## src/rtl/dds_sd_dac_if.sv

```systemverilog
// Sample/enable bus into the delta-sigma DAC and its pulse-density outputs.
// Handshake: sample is captured on every rising edge where sample_vld=1; no ready, no backpressure.
interface dds_sd_dac_if #(parameter int W = 12);
    logic         en;
    logic [W-1:0] sample;
    logic         sample_vld;
    logic         sd_out;
    logic         active;

    modport master (output en, sample, sample_vld, input sd_out, active);
    modport slave  (input en, sample, sample_vld, output sd_out, active);
endinterface

```

## src/rtl/dds_sd_dac.sv

```systemverilog
// First-order delta-sigma modulator turning a held DDS sample into a 1-bit density stream.
// Optional LFSR dither on the LSB is compiled in with `define DDS_SD_DITHER_EN.
module dds_sd_dac #(
    parameter int W         = 12,
    parameter bit SIGNED_IN = 1'b1
) (
    input  logic          clk,
    input  logic          rst_n,
    dds_sd_dac_if.slave   bus_if,
    output logic          dbg_state_o
);
    typedef enum logic {IDLE = 1'b0, RUN = 1'b1} state_t;

    localparam logic [W-1:0] PRIME = {1'b1, {(W-1){1'b0}}};

    state_t       state_q;
    logic [W-1:0] acc_q, acc_d;
    logic [W-1:0] h_q;
    logic         sd_q, carry_d;
    logic         active_q;
    logic [W-1:0] u;
    logic [W-1:0] x;
    logic [W:0]   sum;
    logic         modulate;

    // Two's complement to offset binary is just an MSB flip.
    always_comb begin
        u = bus_if.sample;
        if (SIGNED_IN) u = {~bus_if.sample[W-1], bus_if.sample[W-2:0]};
    end

    assign modulate = (state_q == RUN) && bus_if.en;

`ifdef DDS_SD_DITHER_EN
    logic [15:0] lfsr_q;

    // Galois form of x^16+x^14+x^13+x^11+1, shifting right.
    always_ff @(posedge clk or negedge rst_n) begin
        if (!rst_n)        lfsr_q <= 16'hACE1;
        else if (modulate) lfsr_q <= {1'b0, lfsr_q[15:1]} ^ (lfsr_q[0] ? 16'hB400 : 16'h0000);
    end

    always_comb begin
        x = h_q;
        if (!(&h_q)) x = h_q + {{(W-1){1'b0}}, lfsr_q[0]};
    end
`else
    always_comb x = h_q;
`endif

    always_comb begin
        sum     = {1'b0, acc_q} + {1'b0, x};
        acc_d   = sum[W-1:0];
        carry_d = sum[W];
    end

    always_ff @(posedge clk or negedge rst_n) begin
        if (!rst_n) begin
            state_q  <= IDLE;
            acc_q    <= PRIME;
            h_q      <= PRIME;
            sd_q     <= 1'b0;
            active_q <= 1'b0;
        end else begin
            if (bus_if.sample_vld) h_q <= u;
            case (state_q)
                IDLE: begin
                    acc_q    <= PRIME;
                    sd_q     <= 1'b0;
                    active_q <= bus_if.en;
                    if (bus_if.en) state_q <= RUN;
                end
                RUN: begin
                    if (bus_if.en) begin
                        acc_q    <= acc_d;
                        sd_q     <= carry_d;
                        active_q <= 1'b1;
                    end else begin
                        // Leaving RUN re-primes so a restart repeats the same sequence.
                        state_q  <= IDLE;
                        acc_q    <= PRIME;
                        sd_q     <= 1'b0;
                        active_q <= 1'b0;
                    end
                end
                default: state_q <= IDLE;
            endcase
        end
    end

    assign bus_if.sd_out = sd_q;
    assign bus_if.active = active_q;
    assign dbg_state_o   = state_q;
endmodule

```

## src/flat_wrapper.sv

```systemverilog
// flat-port wrapper written by rule: the top's interface ports become plain ports
module dds_sd_dac_flat 
#(
    parameter int W         = 12,
    parameter bit SIGNED_IN = 1'b1
)
  (clk, rst_n, dbg_state_o, bus_if_en, bus_if_sample, bus_if_sample_vld, bus_if_sd_out, bus_if_active);
  dds_sd_dac_if #(.W(W)) bus_if_i ();
  input  logic clk;
  input  logic rst_n;
  output logic dbg_state_o;
  input wire logic [$bits(bus_if_i.en)-1:0] bus_if_en;
  input wire logic [$bits(bus_if_i.sample)-1:0] bus_if_sample;
  input wire logic [$bits(bus_if_i.sample_vld)-1:0] bus_if_sample_vld;
  output wire logic [$bits(bus_if_i.sd_out)-1:0] bus_if_sd_out;
  output wire logic [$bits(bus_if_i.active)-1:0] bus_if_active;
  assign bus_if_i.en = bus_if_en;
  assign bus_if_i.sample = bus_if_sample;
  assign bus_if_i.sample_vld = bus_if_sample_vld;
  assign bus_if_sd_out = bus_if_i.sd_out;
  assign bus_if_active = bus_if_i.active;
  dds_sd_dac #(.W(W), .SIGNED_IN(SIGNED_IN)) u_core (.clk(clk), .rst_n(rst_n), .bus_if(bus_if_i), .dbg_state_o(dbg_state_o));
endmodule
```

## config.mk

```make
export PLATFORM = sky130hd
export DESIGN_NAME = dds_sd_dac_flat
export DESIGN_NICKNAME = d
export VERILOG_FILES = /design/src/rtl/dds_sd_dac_if.sv /design/src/rtl/dds_sd_dac.sv /design/src/flat_wrapper.sv
export SDC_FILE = /design/constraint.sdc
export NUM_CORES = 1
export LEC_CHECK = 0
export ABC_CLOCK_PERIOD_IN_PS = 5010
export CORE_MARGIN = 3
export CORE_UTILIZATION = 40
export CTS_BUF_LIST = sky130_fd_sc_hd__clkbuf_16
export CTS_CLUSTER_SIZE = 40
export DETAILED_ROUTE_END_ITERATION = 8
export SKIP_CTS_REPAIR_TIMING = 1
export SLEW_MARGIN = 20
export SYNTH_ARGS = -nofsm -noshare
export SYNTH_HDL_FRONTEND = slang
export SYNTH_SLANG_ARGS = --single-unit
```

## constraint.sdc

```tcl
create_clock -name clk -period 5.01 [get_ports clk]
set_input_delay 1.002 -clock clk [delete_from_list [all_inputs] [get_ports clk]]
set_output_delay 1.002 -clock clk [all_outputs]
set_load 0.005 [all_outputs]
```

; After elaboration in Yosys (flattened, before gate mapping)
; Index checks and enable logic that the tools add are counted.
[classes]
n_mux = 6
n_bitwise = 2
addsub = 1
[ops]
columns = cell, n
row1 = $pmux W12 S2, 1
row2 = $add A12 B12 Y13, 1
row3 = $mux W12, 1
row4 = $pmux W1 S2, 2
row5 = $mux W1, 2
row6 = $not A1 Y1, 2
[totals]
wordCells = 14
regBits = 27

; Logic depth before layout (Yosys ltp)
; Gate-level depths: netlist (run 1).
[depth]
word_depth = 3
depth_mapped = 7
depth_no_buf = 7

; Worst setup path before layout (run 1)
; OpenSTA, ideal clock, no wires.
[synth_timing]
path_type = register -> register
start = register u_core.h_q[0]
end = register u_core.sd_q, in the netlist u_core.bus_if.sd_out
required_time_ns = 4.874
path_stages_with_launch = 8
setup_slack_ns = 2.983
path_buffers = 0
arrival_time_ns = 1.892
cell_sequence = dfrtp_1 ha_1 fa_1 a21o_1 a221oi_2 o21ai_2 a2111oi_2 nor3_1
[synth_via]
elab_chain_len = 3
[synth_lines]
columns = item, line
row1 = "start, declared", dds_sd_dac.sv:18  ; logic [W-1:0] h_q;
row2 = "start signal, assigned", dds_sd_dac.sv:65  ; if (bus_if.sample_vld) h_q <= u;
row3 = $add A12 B12 Y13, dds_sd_dac.sv:52  ; sum = {1'b0, acc_q} + {1'b0, x};
row4 = $mux W1, dds_sd_dac.sv:74  ; if (bus_if.en) begin
row5 = $pmux W1 S2, dds_sd_dac.sv:66  ; case (state_q)
row6 = "end signal, assigned", dds_sd_dac.sv:76  ; sd_q <= carry_d;
row7 = "end, declared", dds_sd_dac.sv:19  ; logic sd_q, carry_d;
; Every way passes these cells.
; A chain may end at the register's enable or synchronous reset.

; Final worst setup path (run 1)
[layout_timing]
start = register u_core.active_q, in the netlist u_core.bus_if.active
end = output port bus_if_active
[layout_rtl]
columns = item, line
row1 = "start, declared", dds_sd_dac.sv:20  ; logic active_q;
row2 = "start signal, assigned", dds_sd_dac.sv:70  ; active_q <= bus_if.en;
row3 = "end, declared", flat_wrapper.sv:16  ; output wire logic [$bits(bus_if_i.active)-1:0] bus_if_active;
; No word-level cell between the ends.

==> impl_table.tex, run 1 <==
\begin{tabular}{lr}
\hline
Metric & Value \\
\hline
\multicolumn{2}{l}{\textbf{Outcome}} \\
Result of the run & complete, no violations \\
\multicolumn{2}{l}{\textbf{Placed design}} \\
Placement Setup Slack & between 2 and 3 ns \\
Placer Congestion & $\sim$0.78 \\
Post-DP HPWL & 1.828 mm \\
Number of input and output port buffers inserted & 18 \\
Placed Area & about 1600 um2 \\
\multicolumn{2}{l}{\textbf{Floorplanning}} \\
Number of top-level pins & 19 \\
Core Rows & 20 \\
Area inside the core boundary & between 3000 and 4000 um2 \\
Starting density of the core & between 40 and 50\% \\
Horizontal die dimension & $\sim$65 um \\
Die Y-Extent & $\sim$65 um \\
Total die area & $\sim$4200 um2 \\
\multicolumn{2}{l}{\textbf{Route}} \\
Post-route ant nets & 0 \\
Avg WL per Cell & around 14 um \\
DRC Markers & 0 \\
Detailed-route via count & 969 \\
Vias per cell & approximately 5.2 \\
1st-pass router iterations & 4 \\
Starting DRT DRC Count & 47 \\
WL final & approximately 2.5 mm \\
\multicolumn{2}{l}{\textbf{Clocking}} \\
Clock network latency to the later pin of the worst-skew pair & 0.26 ns \\
Buffer cell driving the clock tree root & sky130\_fd\_sc\_hd\_\_clkbuf\_16 \\
Bufs on Longest Clock Path & 2 \\
Number of buffers added by the clock tree synthesis step & 3 \\
H-tree depth & 1 \\
Post-CTS clock slew at the launch and capture registers of the worst setup and hold paths & approximately 0.070 ns \\
Number of sinks driven by the clock tree & 26 \\
CTS tree & yes \\
\multicolumn{2}{l}{\textbf{Layout}} \\
Relative area change from synthesis to final layout & 23.87\% \\
Post-layout net count & about 170 \\
Diode insertion count for antenna repair & 0 \\
Final std cell area, no fill & $\sim$1700 um2 \\
Filler cells & between 200 and 300 \\
Most frequent cells in the layout & 24 x sky130\_fd\_sc\_hd\_\_dfrtp\_1, 18 x sky130\_fd\_sc\_hd\_\_clkdlybuf4s50\_1, 13 x sky130\_fd\_sc\_hd\_\_nor2\_1 \\
Fraction of final layout cells with drive strength greater than 1 & between 10\% and 20\% \\
Sequential cell area & 653.1 um2 \\
Combined area of the multi-input logic cells & 691.9 um2 \\
Most common cell after layout, fill and taps aside & sky130\_fd\_sc\_hd\_\_dfrtp\_1 \\
\multicolumn{2}{l}{\textbf{Setup path}} \\
CP top delay family & buffers and inverters \\
Worst Setup End Kind & output port \\
Buffer and inverter count on the worst path & 1 \\
Worst Path Class, Setup & register to output port \\
Largest stage delay on the critical path & between 0.5 and 0.6 ns \\
Data arrival time of the worst path & between 1 and 1.5 ns \\
Critical path's slowest cell & sky130\_fd\_sc\_hd\_\_clkdlybuf4s50\_1 \\
Crit path required time & between 4 and 5 ns \\
Type of origin of the critical path & register \\
Cells traversed along the worst timing path & clkdlybuf4s50\_1 \\
Largest fanout of any net on the critical path & 6 \\
\multicolumn{2}{l}{\textbf{Timing}} \\
Final setup violation count & 0 \\
Pin slew with the least headroom to its limit & $\sim$0.64 ns \\
Maximum achievable frequency & $\sim$0.45 GHz \\
Clk\_skew & between 0.003 and 0.004 ns \\
Total Neg Setup Slack & 0 ns \\
Setup repair after global routing missed its margin & false \\
Final-report hold violation count & 0 \\
Max Transition Viols Final & 0 \\
Hold\_ws & $\sim$0.48 ns \\
Setup WS post-layout & 2.807 ns \\
Minimum period implied by the final worst setup slack & 2.203 ns \\
Final worst path period share & around 44\% \\
Worst max-slew margin expressed relative to the limit & 57.42\% \\
\multicolumn{2}{l}{\textbf{Yosys}} \\
Sequential cell area fraction in the yosys report & 47.37\% \\
Post-synthesis instance total & 123 \\
Yosys warning total & 0 \\
Synth Net Count & $\sim$150 \\
Distinct cells, synth & 29 \\
Total of flip-flops plus latches after synthesis & 26 \\
Average cell area after synthesis & 11.21 um2 \\
Cell area after synthesis & between 1000 and 1500 um2 \\
\multicolumn{2}{l}{\textbf{GRT}} \\
Global-route wire length before repair & 4.464 mm \\
Initial antenna violation count & 0 \\
Overall overflow remaining after global route & 0 \\
Number of global-route vias before repair & roughly 990 \\
Largest net degree at the start of global routing & 27 \\
Total routing resource utilization after global routing & about 14\% \\
\multicolumn{2}{l}{\textbf{Pwr}} \\
IR drop worst, VDD & $\sim$0.15 mV \\
Power density normalized to cell area & approximately 360 nW/um2 \\
Static leakage power & 0.0007775 uW \\
\multicolumn{2}{l}{\textbf{Hold path}} \\
Min-Delay Path Class & register to register \\
\multicolumn{2}{l}{\textbf{Run}} \\
Max-cap check violation count & 0 \\
\hline
\end{tabular}
metrics by stage:
step | cells | util (%) | total power (uW)
2_1_floorplan | 123 | - | 347.3
3_3_place_gp | 182 | 50.43 | 384.7
3_5_place_dp | 182 | 50.43 | 388.8
4_1_cts | 186 | 53.74 | 623.0
5_1_grt | 186 | 53.74 | 657.1
6_report | 186 | 53.74 | 615.3
sequential cells by signal, indices dropped and copies added, names as in the netlist:
name and count:
u_core.bus_if.sd_out 1, u_core.bus_if.active 1, u_core.h_q 12, u_core.acc_q 12
report_power, final:
part,leakage (uW),total [uW],switching (uW),internal [uW]
Clock,0.0000511,230,71.4,159
Combinational,0.000403,143,73.2,69.6
Sequential,0.000323,242,10.6,232
kinds of logic after synthesis:
kind of cell,count (synthesis),share of synthesized area (%)
multiplexers,13,10.44
AO/OA/AOI/OAI,24,12.16
buffers and inverters,8,2.450
AND/OR/NAND/NOR,32,10.80
flip-flops,26,47.37
XOR/XNOR,7,4.447
adder cells (fa/ha/maj),13,12.34
worst paths after layout:
check | from | to | slack [ns] | cells after the start
hold / removal | u_core.h_q[11] | u_core.h_q[11] | 0.48 | 2
hold reg to reg | u_core.h_q[11] | u_core.h_q[11] | 0.48 | 2
setup reg to reg | u_core.h_q[0] | u_core.bus_if.sd_out | 2.81 | 7
max in group asynchronous | rst_n | u_core.acc_q[11] | 3.61 | 2
setup / recovery | u_core.bus_if.active | bus_if_active | 2.81 | 1
min in group asynchronous | rst_n | u_core.acc_q[6] | 1.10 | 2
cells in the mapped netlist:
master | number | share of area [%]
sky130_fd_sc_hd__dfrtp_1 | 24 | 44
sky130_fd_sc_hd__nor2_1 | 13 | 3.5
sky130_fd_sc_hd__ha_1 | 12 | 11
sky130_fd_sc_hd__mux2_2 | 11 | 9.0
sky130_fd_sc_hd__a21oi_1 | 9 | 3.3
sky130_fd_sc_hd__nand3_1 | 7 | 2.5
sky130_fd_sc_hd__and3_1 | 6 | 2.7
sky130_fd_sc_hd__inv_1 | 4 | 1.1
sky130_fd_sc_hd__nand2_1 | 4 | 1.1
sky130_fd_sc_hd__xnor2_1 | 4 | 2.5
sky130_fd_sc_hd__a21o_1 | 3 | 1.6
sky130_fd_sc_hd__a31oi_1 | 3 | 1.4
sky130_fd_sc_hd__xor2_1 | 3 | 1.9
sky130_fd_sc_hd__clkbuf_1 | 2 | 0.54
sky130_fd_sc_hd__dfstp_2 | 2 | 3.8
sky130_fd_sc_hd__mux2i_1 | 2 | 1.5
sky130_fd_sc_hd__o21ai_0 | 2 | 0.73
sky130_fd_sc_hd__a2111oi_2 | 1 | 1.1
sky130_fd_sc_hd__a221oi_2 | 1 | 1.1
sky130_fd_sc_hd__a22o_1 | 1 | 0.64
sky130_fd_sc_hd__buf_1 | 1 | 0.27
sky130_fd_sc_hd__buf_4 | 1 | 0.54
sky130_fd_sc_hd__fa_1 | 1 | 1.5
sky130_fd_sc_hd__nor3_1 | 1 | 0.36
sky130_fd_sc_hd__nor3b_1 | 1 | 0.54
sky130_fd_sc_hd__o211ai_1 | 1 | 0.54
sky130_fd_sc_hd__o21ai_2 | 1 | 0.64
sky130_fd_sc_hd__o21bai_1 | 1 | 0.54
sky130_fd_sc_hd__o221ai_1 | 1 | 0.64
final cells by class:
cell class,count,share of cell area (%)
clock buffers,3,4.396
clock inverters,1,1.758
inverters,4,0.8791
multi-input cells,89,40.51
flip-flops and latches,26,38.24
well taps,44,3.223
repair buffers,19,10.99
per-layer routing:
layer	wire length, um	track usage, %	vias to the layer above
met5	0	0	-
met4	19	6.332	0
met3	95	2.426	4
met2	1217	22.73	17
met1	1205	17.58	464
li1	-	-	484
Note: power is estimated with default switching activity, not from simulation.
==> inputs of run 2 (changes only) <==
--- a/config.mk
+++ b/config.mk
@@ -5,7 +5,7 @@
 export SDC_FILE = /design/constraint.sdc
 export NUM_CORES = 1
 export LEC_CHECK = 0
-export ABC_CLOCK_PERIOD_IN_PS = 5010
+export ABC_CLOCK_PERIOD_IN_PS = 1890
 export CORE_MARGIN = 3
 export CORE_UTILIZATION = 40
 export CTS_BUF_LIST = sky130_fd_sc_hd__clkbuf_16
==> constraint.sdc (replaced) <==
create_clock -name clk -period 1.89 [get_ports clk]
set_input_delay 0.378 -clock clk [delete_from_list [all_inputs] [get_ports clk]]
set_output_delay 0.378 -clock clk [all_outputs]
set_load 0.005 [all_outputs]
==> run 2 against run 1 <==
  * The run now ends with setup timing left
  * Global-route usage up 0.13 points
  * Setup slack worse by 3.0 ns
  * Flip-flop and latch count is the same
  * Total power rose to 2.5 times the previous value
  * Clock power increased by 100%
  * Combinational power rose to 3.1 times the previous value
  * Routed wire length is 3.3% higher
  * Clock-buffer cell count is the same
  * Largest cell class unchanged
  * Highest routed layer unchanged
==> impl_table.tex, run 2 (synthesis gave the netlist of run 1 again) <==
\begin{tabular}{lr}
\hline
Metric & Value \\
\hline
\multicolumn{2}{l}{\textbf{GRT}} \\
Fraction of met2 tracks used by global routing & around a quarter \\
Global-route wire length before repair & around 4.5 mm \\
Number of global-route vias before repair & between 1k and 1.5k \\
Overall overflow remaining after global route & 0 \\
GR Layer Usage met3 & approximately 4.5\% \\
Initial antenna violation count & 0 \\
Largest net degree at the start of global routing & 27 \\
Grt peak-use layer & met2 \\
Global-route met1 utilization & $\sim$17\% \\
Total routing resource utilization after global routing & between 10\% and 20\% \\
\multicolumn{2}{l}{\textbf{Setup path}} \\
Crit path required time & 2.02 ns \\
Worst setup path startpoint & u\_core.h\_q[0] \\
Data arrival time of the worst path & $\sim$2.2 ns \\
Logic depth of the worst register-to-register path & 7 \\
Worst Path Class, Setup & register to register \\
Launch point of the worst reg-to-reg path & u\_core.h\_q[0] \\
Type of origin of the critical path & register \\
Worst Setup End Kind & register \\
Reg-to-reg setup timing slack & -0.15 ns \\
Endpoint of the worst register-to-register path & u\_core.bus\_if.sd\_out \\
Critical Path End & u\_core.bus\_if.sd\_out \\
Largest fanout of any net on the critical path & 3 \\
\multicolumn{2}{l}{\textbf{Layout}} \\
Final Util & 56.26\% \\
Diode insertion count for antenna repair & 0 \\
Most common cell after layout, fill and taps aside & sky130\_fd\_sc\_hd\_\_dfrtp\_1 \\
Fraction of final layout cells with drive strength greater than 1 & between 20\% and 30\% \\
Relative area change from synthesis to final layout & 29.67\% \\
Most frequent cells in the layout & 24 x sky130\_fd\_sc\_hd\_\_dfrtp\_1, 18 x sky130\_fd\_sc\_hd\_\_clkdlybuf4s50\_1, 13 x sky130\_fd\_sc\_hd\_\_nor2\_1 \\
Final std cell area, no fill & around 1800 um2 \\
Largest regs & u\_core.acc\_q (12), u\_core.h\_q (12) \\
Post-layout net count & roughly 180 \\
\multicolumn{2}{l}{\textbf{Placed design}} \\
Number of input and output port buffers inserted & 18 \\
Post-DP HPWL & around 1.8 mm \\
Placer Congestion & 0.8260 \\
Placement Setup Slack & -0.1771 ns \\
Placed Area & approximately 1700 um2 \\
\multicolumn{2}{l}{\textbf{Floorplanning}} \\
Number of top-level pins & 19 \\
Core Rows & 20 \\
Die Y-Extent & 64.71 um \\
Total die area & roughly 4200 um2 \\
Starting density of the core & a little over two fifths \\
Horizontal die dimension & 64.71 um \\
Area inside the core boundary & about 3200 um2 \\
\multicolumn{2}{l}{\textbf{Route}} \\
Starting DRT DRC Count & 76 \\
Avg WL per Cell & around 13 um \\
Detailed-route via count & 1021 \\
WL final & 2.621 mm \\
Vias per cell & 5.236 \\
1st-pass router iterations & 5 \\
Post-route ant nets & 0 \\
DRC Markers & 0 \\
\multicolumn{2}{l}{\textbf{Pwr}} \\
Sw Share & approximately 27\% \\
Design internal power & approximately 1100 uW \\
Total net switching power & 425.5 uW \\
Static leakage power & 0.0008146 uW \\
Logic gate share of total power & between 20\% and 30\% \\
Design Power & approximately 1600 uW \\
Sequential share of power & about two fifths \\
IR drop worst, VDD & roughly 0.53 mV \\
Clk pwr share & between 20\% and 30\% \\
Power density normalized to cell area & roughly 870 nW/um2 \\
\multicolumn{2}{l}{\textbf{Timing}} \\
Pin slew with the least headroom to its limit & roughly 0.43 ns \\
Final setup violation count & 3 \\
Maximum achievable frequency & roughly 0.49 GHz \\
Setup WS post-layout & -0.1478 ns \\
Worst max-slew margin expressed relative to the limit & 71.07\% \\
Clk\_skew & approximately 0.0057 ns \\
Max Transition Viols Final & 0 \\
Setup repair after global routing missed its margin & true \\
Final worst path period share & 107.8\% \\
Minimum period implied by the final worst setup slack & 2.038 ns \\
Final-report hold violation count & 0 \\
\multicolumn{2}{l}{\textbf{Run}} \\
Max-cap check violation count & 0 \\
\multicolumn{2}{l}{\textbf{Clocking}} \\
Buffer cell driving the clock tree root & sky130\_fd\_sc\_hd\_\_clkbuf\_16 \\
Post-CTS clock slew at the launch and capture registers of the worst setup and hold paths & roughly 0.06 ns \\
CTS tree & yes \\
Bufs on Longest Clock Path & 2 \\
Clock network latency to the later pin of the worst-skew pair & around 0.26 ns \\
H-tree depth & 1 \\
Number of sinks driven by the clock tree & 26 \\
Number of buffers added by the clock tree synthesis step & 3 \\
\multicolumn{2}{l}{\textbf{Outcome}} \\
Failing checks & setup timing \\
Result of the run & complete, but fails checks \\
\multicolumn{2}{l}{\textbf{Hold path}} \\
Min-Delay Path Class & register to register \\
\hline
\end{tabular}
-- run 2: worst min-delay path by stage --
stage	from	to	slack, ns	depth (start not counted)
floorplan	rst_n	u_core.acc_q[0]	0.08	0
global placement	u_core.h_q[11]	u_core.h_q[11]	0.46	2
detailed placement	u_core.h_q[11]	u_core.h_q[11]	0.47	2
CTS	u_core.h_q[11]	u_core.h_q[11]	0.48	2
global route	rst_n	u_core.acc_q[5]	0.51	2
finish	u_core.h_q[11]	u_core.h_q[11]	0.47	2
-- run 2: through the flow --
stage | hold WS [ns] | instances | TNS [ns]
2_1_floorplan | 0.08241 | 123 | -0.1022
3_3_place_gp | 0.4591 | 190 | -0.2816
3_5_place_dp | 0.4683 | 190 | -0.3804
4_1_cts | 0.4779 | 194 | -0.4090
5_1_grt | 0.5060 | 195 | -0.6933
6_report | 0.4729 | 195 | -0.2798
-- run 2: final cells by class --
class	instances	area (um2)
Timing Repair Buffer	28	255.2
Inverter	4	15.01
Clock inverter	1	3.754
Sequential cell	26	653.1
Fill cell	288	1390
Tap cell	44	55.05
Multi-Input combinational cell	89	730.7
Clock buffer	3	75.07
-- run 2: worst max-delay path, stage by stage, from the launching register on --
cell and delay [ns]:
sky130_fd_sc_hd__dfrtp_1 0.38, sky130_fd_sc_hd__ha_2 0.20, sky130_fd_sc_hd__fa_2 0.36, sky130_fd_sc_hd__a21o_1 0.21, sky130_fd_sc_hd__a221oi_2 0.29, sky130_fd_sc_hd__o21ai_2 0.10
sky130_fd_sc_hd__a2111oi_2 0.30, sky130_fd_sc_hd__nor3_1 0.08
-- run 2: routing by layer --
metal  up-vias  wire (um)  share of wire, %
met5         -          0                 0
met4         0         56               2.1
met3         9        118               4.5
met2        22       1240                47
met1       495       1205                46
li1        495          -                 -
-- run 2: power by group through the flow --
| stage | registers (uW) | clock network, uW | logic, uW |
|---|---|---|---|
| CTS | 641 | 476 | 418 |
| detailed placement | 651 | 0 | 414 |
| global route | 649 | 511 | 500 |
| global placement | 649 | 0 | 410 |
| finish | 642 | 464 | 446 |
| floorplan | 645 | 0 | 276 |
==> RTL edit 1: new RTL, config.mk and constraints of run 1 <==
`W` is set to 12 in 3 places; all go to 6.
--- a/src/rtl/dds_sd_dac_if.sv
+++ b/src/rtl/dds_sd_dac_if.sv
@@ -2,3 +2,3 @@
 // Handshake: sample is captured on every rising edge where sample_vld=1; no ready, no backpressure.
-interface dds_sd_dac_if #(parameter int W = 12);
+interface dds_sd_dac_if #(parameter int W = 6);
     logic         en;
--- a/src/rtl/dds_sd_dac.sv
+++ b/src/rtl/dds_sd_dac.sv
@@ -3,3 +3,3 @@
 module dds_sd_dac #(
-    parameter int W         = 12,
+    parameter int W         = 6,
     parameter bit SIGNED_IN = 1'b1
--- a/src/flat_wrapper.sv
+++ b/src/flat_wrapper.sv
@@ -3,3 +3,3 @@
 #(
-    parameter int W         = 12,
+    parameter int W         = 6,
     parameter bit SIGNED_IN = 1'b1
Interface: changed (resized bus_if_sample); port bits go from 19 to 13. No check against the original RTL was run, so the function may have changed too.
==> RTL edit 1 against run 1 <==
Design area fell by 45%. First-iteration DRC count down 74%. Worst setup slack worse by 0.047 ns. Synthesized area decreased by 48%. Clock power shrank 35%. Sequential cell count down 12. Routed wire length decreased by 49%. Via count down 50%. Global-route usage increased by 0.39 points. Die area down 44%. Combinational power fell by 58%. Total power shrank 44%.
==> RTL edit 1: results (changes against run 1) <==
Routing
  – Post-DR wirelength/cell: 13.11 um (was 13.64 um)
  – Initial DRC Count: 12 (was 47)
  – Metal1 wirelength: 649 um (was 1205 um)

Yosys
  – Synthesized Nets: 77 (was 152)
  – Largest cells by area after synthesis: dfrtp_1 (42%), ha_1 (11%), mux2_2 (7.9%) (was dfrtp_1 (44%), ha_1 (11%), mux2_2 (9.0%))
  – Synth Area in XOR/XNOR: 1.226% (was 4.446%)
  – Post-synthesis mux area share: 9.282% (was 10.44%)
  – Compound-Gate Fraction of Synth Area: 9.457% (was 12.16%)
  – Post-synth design cell area: 714.4 sq um (was 1379 sq um)
  – Post-synthesis adder-cell area fraction: 13.31% (was 12.34%)

Cells and area
  – Seq area share: 37.90% (was 38.24%)
  – Multi-input logic cell count: 41 (was 89)
  – Post-layout net count: 92 (was 172)
  – Non-clk invs: 3 (was 4)

Placed design
  – Place WS: 2.847 ns (was 2.567 ns)
  – Inst Count DP: 94 (was 182)
  – Area after DPL: 852.1 sq um (was 1603 sq um)
  – DPL Wire Length: 1009 um (was 1828 um)

Setup path
  – R2R cell count: 5 (was 7)
  – Critical path peak fanout: 8 (was 6)

Pwr
  – Overall power: 342.8 uW (was 615.3 uW)
  – LEAKAGE: 0.0004117 uW (was 0.0007775 uW)

Clock tree
  – Worst-path clk slew: 0.05 ns (was 0.07 ns)
  – Clock Latency Late Sink: 0.24 ns (was 0.26 ns)

GRT
  – Met3 Track Usage GR: 5.535% (was 2.426%)
  – GR Layer Usage met2: 17.19% (was 22.73%)
  – Vias in the first global route: 424 (was 985)

Outcome
  – Status: finished, final reports clean (unchanged)
## RTL edit 1: how the worst max path moves through the flow
stage | depth (start not counted) | to | slack [ns] | startpoint
3_5_place_dp | 4 | u_core.acc_q[5]$_DFF_PN1_ | 2.85 | bus_if_en
2_1_floorplan | 2 | u_core.h_q[0]$_DFFE_PN0P_ | 3.41 | bus_if_sample_vld
6_report | 1 | bus_if_active | 2.76 | u_core.bus_if.active$_DFF_PN0_
4_1_cts | 1 | bus_if_active | 2.76 | u_core.bus_if.active$_DFF_PN0_
3_3_place_gp | 2 | u_core.h_q[4]$_DFFE_PN0P_ | 2.86 | bus_if_sample_vld
5_1_grt | 1 | dbg_state_o | 2.71 | u_core.bus_if.active$_DFF_PN0_
## RTL edit 1: cell families after synthesis
group / after synthesis
and+or+nand+nor: 17
DFF: 14
AOI/OAI and AO/OA: 10
adders and majority gates: 7
muxes: 6
buffers and inverters: 5
xor gates and xnor gates: 1
==> RTL edit 2: new RTL, config.mk and constraints of run 1 <==
Without the edit above. Put one more register stage on the output `dbg_state_o`. The value now appears one clock later. The other outputs are not delayed to match.
--- a/src/rtl/dds_sd_dac.sv
+++ b/src/rtl/dds_sd_dac.sv
@@ -92,3 +92,5 @@
     assign bus_if.active = active_q;
-    assign dbg_state_o   = state_q;
+    always_ff @(posedge clk) begin
+        dbg_state_o <= state_q;
+    end
 endmodule
Formal check against the unedited RTL: not equivalent (a bounded check fails within 4 cycles, from zero or initial values and one cycle with rst_n low).
==> RTL edit 2 against run 1 <==
Design area down 0.37%. Synthesized cell count unchanged. Sequential cell count is 1 higher. Total power decreased by 7.4%. Maximum frequency about the same. Synthesized area is 0.91% higher. Worst setup slack about the same. Routed wire length increased by 0.20%. Via count grew 0.41%. Die area grew 0.82%. Clock skew increased by 0.0033 ns. Highest routed layer unchanged. Largest cell class unchanged.
==> RTL edit 2: results (changes against run 1) <==
Outcome
  – Status: finished, final reports clean (unchanged)

Placed design
  – Routability congestion estimate: 0.8281 (was 0.7813)
  – Inst Count DP: 183 (was 182)
  – Area after DPL: 1623 sq um (was 1603 sq um)
  – DPL Wire Length: 1911 um (was 1828 um)

Yosys
  – Register area share after synthesis: 48.38% (was 47.37%)
  – Synth Area per Inst: 11.31 sq um (was 11.21 sq um)
  – Post-synth ARST share: 96.30% (was 100.0%)
  – Largest cells by area after synthesis: dfrtp_1 (43%), ha_1 (11%), mux2_2 (8.9%) (was dfrtp_1 (44%), ha_1 (11%), mux2_2 (9.0%))

GRT
  – First-pass GRT wire length: 4643 um (was 4464 um)
  – Met3 Track Usage GR: 3.466% (was 2.426%)
  – Overall Global Routing Usage: 13.89% (was 13.82%)
  – Met1 Track Usage GR: 15.92% (was 17.58%)
  – GR Layer Usage met2: 24.90% (was 22.73%)

Pwr
  – Worst VDD drop: 165.2 uV (was 148.6 uV)
  – LEAKAGE: 0.0007771 uW (was 0.0007775 uW)

Setup path
  – Slowest stage delay, CP: 0.41 ns (was 0.53 ns)
  – R2R setup slack: 2.81 ns (about the same)
  – Crit path launch: u_core.h_q[0]$_DFFE_PN0P_ (was u_core.bus_if.active$_DFF_PN0_)
  – Critical Path AT: 2.32 ns (was 1.20 ns)
  – Critical path peak fanout: 3 (was 6)

Worst hold path
  – Worst Hold Endpoint: u_core.dbg_state_o$_DFF_P_ (was u_core.h_q[11]$_DFFE_PN1P_)
  – Hold path depth: 0 (was 2)
  – Worst Hold Launch: u_core.bus_if.active$_DFF_PN0_ (was u_core.h_q[11]$_DFFE_PN1P_)

STA
  – Final Skew: 0.007009 ns (was 0.003724 ns)
  – Fin Hold WS: 0.4635 ns (was 0.4781 ns)
  – Max-Slew Margin vs Limit: 60.61% (was 57.42%)

Cells and area
  – Design area: 1702 sq um (was 1708 sq um)
  – Number of fillers in the final layout: 299 (was 298)
  – Share of layout cells above drive strength 1: 13.99% (was 14.79%)

Routing
  – Initial DRC Count: 17 (was 47)
  – DR vias/cell: 5.203 (was 5.210)
  – Post-DR wirelength/cell: 13.59 um (was 13.64 um)
  – WL final: 2542 um (was 2537 um)
==> RTL edit 2: cell count changes in the layout (fill, tap and decap cells not counted), sizes merged <==
cell and delta:
inv +1, bufinv -1, dfxtp +1
==> RTL edit 2: report_power, final <==
part	internal [uW]	total [uW]	switching [uW]	leakage (uW)
Sequential	240	250	10.4	0.000331
Combinational	69.7	143	73.6	0.000403
Clock	107	176	69.2	0.0000423
==> RTL edit 2: cell families after synthesis <==
family / count (synthesis) / synth area share, %
AND/OR/NAND/NOR: 32 / 10.70
XOR/XNOR: 7 / 4.407
AO/OA/AOI/OAI: 24 / 12.05
flip-flops: 27 / 48.38
adder cells (fa/ha/maj): 13 / 12.23
buffers and inverters: 7 / 1.888
multiplexers: 13 / 10.34
==> RTL edit 2: worst max-delay path by stage <==
stage / end / slack, ns / cells past startpoint
after floorplan: u_core.bus_if.sd_out$_DFF_PN0_ / 2.98 / 7
final: u_core.bus_if.sd_out$_DFF_PN0_ / 2.81 / 7
after CTS: u_core.bus_if.sd_out$_DFF_PN0_ / 2.80 / 7
after global placement: u_core.h_q[4]$_DFFE_PN0P_ / 2.59 / 2
after detailed placement: u_core.h_q[3]$_DFFE_PN0P_ / 2.56 / 2
after global routing: u_core.bus_if.sd_out$_DFF_PN0_ / 2.64 / 7
==> RTL edit 2: worst register-to-register path, delay by kind of cell (launching register included) <==
family	cells	cell delay, ns
compound gates	4	0.98
flops	1	0.38
fa+ha+maj	2	0.64
simple gates	1	0.08
==> RTL edit 2: cell type report <==
type	instances	area share [%]
clock buffer	3	4.412
clock inverter	1	0.2206
inverter	4	0.8824
multi-input combinational	89	40.66
sequential	27	39.56
tap	44	3.235
timing repair buffer	19	11.03
==> RTL edit 2: metal layers <==
| metal | vias up | part of all wire (%) | wire length, um |
|---|---|---|---|
| li1 | 480 | - | - |
| met1 | 473 | 44 | 1121 |
| met2 | 16 | 50 | 1283 |
| met3 | 4 | 4.1 | 103 |
| met4 | 0 | 1.3 | 33 |
| met5 | - | 0 | 0 |
==> RTL edit 2: per-stage QoR <==
| stage | power, uW | setup slack, ns |
|---|---|---|
| 2_1_floorplan | 355.4 | 2.983 |
| 3_3_place_gp | 393.5 | 2.591 |
| 3_5_place_dp | 398.4 | 2.557 |
| 4_1_cts | 576.3 | 2.796 |
| 5_1_grt | 604.8 | 2.639 |
| 6_report | 569.5 | 2.807 |
